## src/rtl/serial_adder_pkg.sv

```systemverilog
// Shared encodings and defaults for the bit-serial arithmetic blocks.
package serial_adder_pkg;

  localparam int DEFAULT_WIDTH = 8;

  typedef enum logic [1:0] {
    IDLE = 2'd0,
    RUN  = 2'd1,
    DONE = 2'd2
  } state_e;

endpackage

```

## src/rtl/serial_adder_full_adder.sv

```systemverilog
// Single-bit full adder cell; the combinational slice reused by the serial adder.
module full_adder (
  input  logic a,
  input  logic b,
  input  logic i,
  output logic s,
  output logic c
);

  assign s = a ^ b ^ i;
  assign c = (a & b) | (a & i) | (b & i);

endmodule

```

## src/rtl/serial_adder.sv

```systemverilog
// Bit-serial adder: one full_adder plus a registered carry, LSB first.
// state | meaning:  IDLE wait for operands | RUN one bit per clock | DONE hold result
module serial_adder
  import serial_adder_pkg::*;
#(
  parameter int WIDTH = DEFAULT_WIDTH
) (
  input  logic             clk,
  input  logic             rst,
  input  logic             in_valid,
  output logic             in_ready,
  input  logic [WIDTH-1:0] a,
  input  logic [WIDTH-1:0] b,
  input  logic             cin,
  output logic             out_valid,
  input  logic             out_ready,
  output logic [WIDTH-1:0] sum,
  output logic             cout,
  output logic             busy
);

  localparam int CW = $clog2(WIDTH + 1);
  localparam logic [CW-1:0] LAST = CW'(WIDTH - 1);

  state_e           state_q, state_d;
  logic [WIDTH-1:0] a_q, a_d;
  logic [WIDTH-1:0] b_q, b_d;
  logic [WIDTH-1:0] sum_q, sum_d;
  logic             carry_q, carry_d;
  logic             cout_q, cout_d;
  logic             out_valid_q, out_valid_d;
  logic [CW-1:0]    cnt_q, cnt_d;
  logic             fa_s, fa_c;

  full_adder u_fa (
    .a(a_q[0]),
    .b(b_q[0]),
    .i(carry_q),
    .s(fa_s),
    .c(fa_c)
  );

  always_ff @(posedge clk) begin
    if (rst) begin
      state_q     <= IDLE;
      a_q         <= '0;
      b_q         <= '0;
      sum_q       <= '0;
      carry_q     <= 1'b0;
      cout_q      <= 1'b0;
      out_valid_q <= 1'b0;
      cnt_q       <= '0;
    end else begin
      state_q     <= state_d;
      a_q         <= a_d;
      b_q         <= b_d;
      sum_q       <= sum_d;
      carry_q     <= carry_d;
      cout_q      <= cout_d;
      out_valid_q <= out_valid_d;
      cnt_q       <= cnt_d;
    end
  end

  always_comb begin
    state_d     = state_q;
    a_d         = a_q;
    b_d         = b_q;
    sum_d       = sum_q;
    carry_d     = carry_q;
    cout_d      = cout_q;
    out_valid_d = out_valid_q;
    cnt_d       = cnt_q;
    case (state_q)
      IDLE: begin
        if (in_valid) begin
          a_d     = a;
          b_d     = b;
          carry_d = cin;
          cnt_d   = '0;
          sum_d   = '0;
          cout_d  = 1'b0;
          state_d = RUN;
        end
      end
      RUN: begin
        // New sum bit enters at the MSB so the LSB lands at bit 0 after WIDTH shifts.
        sum_d   = (sum_q >> 1) | (WIDTH'(fa_s) << (WIDTH - 1));
        a_d     = a_q >> 1;
        b_d     = b_q >> 1;
        carry_d = fa_c;
        cnt_d   = cnt_q + 1'b1;
        if (cnt_q == LAST) begin
          cout_d      = fa_c;
          out_valid_d = 1'b1;
          state_d     = DONE;
        end
      end
      DONE: begin
        if (out_ready) begin
          out_valid_d = 1'b0;
          state_d     = IDLE;
        end
      end
      default: state_d = IDLE;
    endcase
  end

  assign in_ready  = (state_q == IDLE);
  assign busy      = (state_q != IDLE);
  assign out_valid = out_valid_q;
  assign sum       = sum_q;
  assign cout      = cout_q;

endmodule
```

## config.mk

```make
export PLATFORM = sky130hd
export DESIGN_NAME = serial_adder
export DESIGN_NICKNAME = d
export VERILOG_FILES = /design/src/rtl/serial_adder_pkg.sv /design/src/rtl/serial_adder_full_adder.sv /design/src/rtl/serial_adder.sv
export SDC_FILE = /design/constraint.sdc
export NUM_CORES = 1
export LEC_CHECK = 0
export ABC_AREA = 1
export CELL_PAD_IN_SITES_DETAIL_PLACEMENT = 1
export CELL_PAD_IN_SITES_GLOBAL_PLACEMENT = 2
export CORE_MARGIN = 2
export CORE_UTILIZATION = 29
export CTS_CLUSTER_SIZE = 14
export DETAILED_ROUTE_END_ITERATION = 10
export PLACE_DENSITY = 0.85
export SYNTH_ARGS = -nofsm -noshare
export SYNTH_HDL_FRONTEND = slang
export SYNTH_SLANG_ARGS = --single-unit
```

## constraint.sdc

```tcl
create_clock -name clk -period 3.1 [get_ports clk]
set_input_delay 0.62 -clock clk [delete_from_list [all_inputs] [get_ports clk]]
set_output_delay 0.62 -clock clk [all_outputs]
set_load 0.02 [all_outputs]
```

# Yosys cells after proc, flatten, opt, wreduce, memory -nomap -nowiden
# Cells that the tools add are included.
word_totals:
  register_bits: 33
  out_inout_bits: 12
  in_bits: 21
op_classes:
  n_eq_ne: 6
  mux: 20
  n_reduce_logical: 8
  add_sub_neg: 1
  bitwise_logic: 8
ops:
  columns: ["cell", "n"]
  rows:
  - ["$pmux W8 S2", 3]
  - ["$mux W8", 3]
  - ["$reduce_and A3 Y1", 3]
  - ["$or A7 B8 Y8", 1]
  - ["$pmux W4 S2", 1]
  - ["$mux W2", 3]
  - ["$ne A2 B2 Y1 const B", 3]
  - ["$pmux W1 S2", 3]
  - ["$pmux W2 S3", 1]
  - ["$reduce_bool A2 Y1", 3]
  - ["$mux W1", 5]
  - ["$add A4 B1 Y4 const B", 1]
  - ["$eq A4 B3 Y1 const B", 1]
  - ["$mux W4", 1]
  - ["$and A1 B1 Y1", 3]
  - ["$eq A2 B1 Y1 const B", 1]
  - ["$eq A2 B2 Y1 const B", 1]
  - ["$logic_not A2 Y1", 1]
  - ["$or A1 B1 Y1", 2]
  - ["$reduce_and A2 Y1", 1]
  - ["$xor A1 B1 Y1", 2]

# Depth between registers and ports, before layout
depth:
  ltp_word: 5
  mapped_depth: 8

# Modules after synthesis
# A second synthesis with hierarchy kept.
hier_totals:
  hier_cells: 206
  hier_area_um2: 1448.9
modules_own_cells:
  columns: ["mod", "cells_each", "area_each_um2", "n_inst", "seq_area_each_um2"]
  rows:
  - ["serial_adder", 205, 1428.9, 1, 660.6]
  - ["full_adder", 1, 20.0, 1, 0.0]

# Worst setup path after synthesis
# No wires, ideal clock.
synth_timing:
  path_type: "register -> output"
  from: "reg state_q[0]"
  to: "out busy"
  setup_slack_ns: 1.552
  arrival_time_ns: 0.928
  path_buffers: 0
  path_stages_with_launch: 3
  cell_sequence: "dfxtp_1 nor2_1 inv_1"
synth_between:
  elab_chain_cells: 1
synth_lines:
  columns: ["item", "line", "rtl"]
  rows:
  - ["from (decl)", "serial_adder.sv:25", "state_e state_q, state_d;"]
  - ["from (signal assigned)", "serial_adder.sv:54", "state_q <= state_d;"]
  - ["$reduce_bool A2 Y1", "serial_adder.sv:110", "assign busy = (state_q != IDLE);"]
  - ["to (decl)", "serial_adder.sv:19", "output logic busy"]
# Every way passes these cells.

# Worst setup path after layout
# Same ends and word-level chain as after synthesis.

==> flow_summary_export.csv <==
group,metric,value,unit
run_status,status,"completed",
global_routing,grt-ovfl-total,0,
worst_hold_path,hp-class,"reg2reg",
pwr,pwr-share-clk,0.346,
pwr,seq_power_share,0.497,
clock_network,cts_sinks,33,
pwr,netSwitchingFraction,0.286,
sta,tns,0,ps
floorplanning,die_h,75.4,um
yosys,synth_common_cells,"nand2_1 (73), dfxtp_1 (33), nor2_1 (33)",
pwr,leakage,0.790,nW
sta,max_freq,466,MHz
floorplanning,core,4820,sq um
floorplanning,io_pins,33,
sta,period_share,0.693,
critical_path,critPathSlowestCell,"clkdlybuf4s50_1",
drt,dr_total_vias,1367,
sta,finClkSkew,6.16,ps
sta,layout_min_cycle_time,2150,ps
pwr,p_sw,0.267,mW
pwr,vdd_drop_max,0.233,mV
yosys,synth-warning-count,0,
final_layout,area_growth,29.3,%
global_routing,grt_pass1_vias,1329,
clock_network,cts_tree,"built",
drt,first_iter_violations,51,
pwr,pwr_density_cell,489,nW/um^2
clock_network,ctsResizeCount,0,
floorplanning,initial_core_util,0.307,
drt,drt-pass1-iter-count,4,
yosys,synth_area_leaders,"dfxtp_1 (45%), nand2_1 (19%), nor2_1 (8.4%)",
yosys,synth_nets,233,
sta,slew_headroom,0.647,
yosys,synthDistinctLibCells,21,
floorplanning,dieArea,5680,sq um
critical_path,worstPathCellList,"nor2_1, inv_1, clkdlybuf4s50_1",
sta,rsz0062_at_grt,"no",
drt,wl,3550,um
drt,ant_nets,0,
global_routing,grt_pass1_wl,5980,um
placement,gp_congestion,0.714,
drt,wl_per_cell,11.4,um
clock_network,post_cts_buffers,0,
drt,drc_errors,0,
clock_network,postCtsHoldBufs,0,
yosys,yosys.area.top_type_share,0.447,
placement,place_worst_setup_slack,1060,ps
sta,setup_viol,0,
critical_path,setup.worst_path.start_class,"flip-flop",
clock_network,cts_inserted_buffers,5,
yosys,synth_edf_count,0,
critical_path,endpoint_kind,"output port",
critical_path,crit_required,2480,ps
yosys,avgSynthCellArea,7.04,sq um
clock_network,cts_buffer_depth,2,
pwr,p_int,0.668,mW
critical_path,crit_type,"reg2out",
critical_path,crit_path_max_fanout,4,
placement,port_buffers,32,
floorplanning,rows,25,
clock_network,htreeDepth,2,
clock_network,clock_latency,290,ps
final_layout,antenna_cells,0,
yosys,synth-seq-cells,33,
sta,tightest_slew,529,ps
critical_path,cpPeakStageDelay,590,ps
global_routing,grt_max_degree,28,
clock_network,path_clk_slew,70,ps
drt,via_per_inst,4.41,
yosys,yosysMostFrequentCell,"nand2_1",
placement,post-dp-hpwl,2430,um
yosys,seq_area_frac_synth,0.447,
job,max-cap-violations,0,
sta,fin_ws,952,ps
yosys,synth_area_leader_cell,"dfxtp_1",
yosys,postSynthCellCount,210,
final_layout,fill_cells,645,
yosys,synth_area,1480,sq um
sta,hold_violations,0,
floorplanning,die_w,75.4,um
sta,drv_slew,0,
global_routing,antenna_found_initial,0,
pwr,comb_power_share,0.156,
yosys,synth_flop_cell,"dfxtp_1",
final_layout,nets,265,
critical_path,critPathArrivalTime,1530,ps
final_layout,drive_above_1_share,0.0741,
clock_network,cts_root_buf,"clkbuf_8",
yosys,synthArstFlopShare,0,
global_routing,track_usage,0.141,
flip-flops by register name, indices dropped and copies added, names as in the netlist:
| register | flops |
|---|---|
| state_q | 2 |
| carry_q | 1 |
| sum | 8 |
| out_valid | 1 |
| cnt_q | 4 |
| b_q | 8 |
| cout | 1 |
| a_q | 8 |
worst paths after layout:
check | endpoint | depth (start not counted) | from | slack (ps)
max | busy | 3 | state_q[0] | 950
min | out_valid | 2 | out_valid | 470
max reg2reg | cout | 5 | state_q[0] | 1640
min reg2reg | out_valid | 2 | out_valid | 470
metal layers:
layer / vias to the layer above / track usage / wire [um]
li1: 723 / - / -
met1: 606 / 0.179 / 1790
met2: 33 / 0.224 / 1510
met3: 5 / 0.0410 / 168
met4: 0 / 0.0624 / 70
met5: - / 0 / 0
layout make-up:
type	count	area (sq um)	area share
multi-input combinational	155	691	0.361
sequential	33	661	0.346
timing repair buffer	34	335	0.176
tap	67	83.8	0.0439
clock buffer	5	68.8	0.0360
inverter	13	53.8	0.0282
clock inverter	3	17.5	0.00917
stage by stage:
step	utilization	hold slack [ps]	cell area, sq um	instances	total power, mW
detailed placement	0.379	462	1820	302	0.623
global route	0.397	483	1910	310	0.994
finish	0.397	466	1910	310	0.935
global placement	0.379	446	1820	302	0.622
floorplan	-	445	1480	210	0.572
CTS	0.397	473	1910	310	0.951
power by group through the flow:
stage               registers [mW]  clock network (mW)  logic, mW
global route                 0.468               0.357      0.169
global placement             0.474                   0      0.148
finish                       0.465               0.324      0.146
floorplan                    0.473                   0     0.0986
detailed placement           0.475                   0      0.149
CTS                          0.465               0.336      0.150
logic make-up (layout without fill, tap and decap cells):
group           count (synthesis)  after routing  synth area share
fa+ha+maj                       2              2            0.0220
flops                          33             33             0.447
simple gates                  117            117             0.316
buf+inv                        22             55            0.0855
compound gates                 36             36             0.130
worst max-delay path: cells and delay by family (launching register included):
| kind | cells | cell delay [ps] |
|---|---|---|
| flip-flops | 1 | 470 |
| AND/OR/NAND/NOR | 1 | 110 |
| buffers and inverters | 2 | 650 |
cell usage in the layout, fill, tap and decap left out:
| master | n |
|---|---|
| nand2_1 | 73 |
| nor2_1 | 33 |
| dfxtp_1 | 33 |
| clkdlybuf4s50_1 | 32 |
| a21oi_1 | 18 |
| inv_1 | 10 |
| o21ai_1 | 10 |
| o21ai_0 | 7 |
| nand3_1 | 5 |
| clkbuf_8 | 5 |
| inv_4 | 2 |
| or2_2 | 2 |
| clkinv_2 | 2 |
| buf_4 | 2 |
| inv_2 | 1 |
| o21ai_4 | 1 |
| nand2_4 | 1 |
| nand3b_1 | 1 |
| nor2_2 | 1 |
| nand4_1 | 1 |
| fa_1 | 1 |
| ha_1 | 1 |
| clkinvlp_4 | 1 |
No activity file was read; power rests on OpenSTA's default activity.
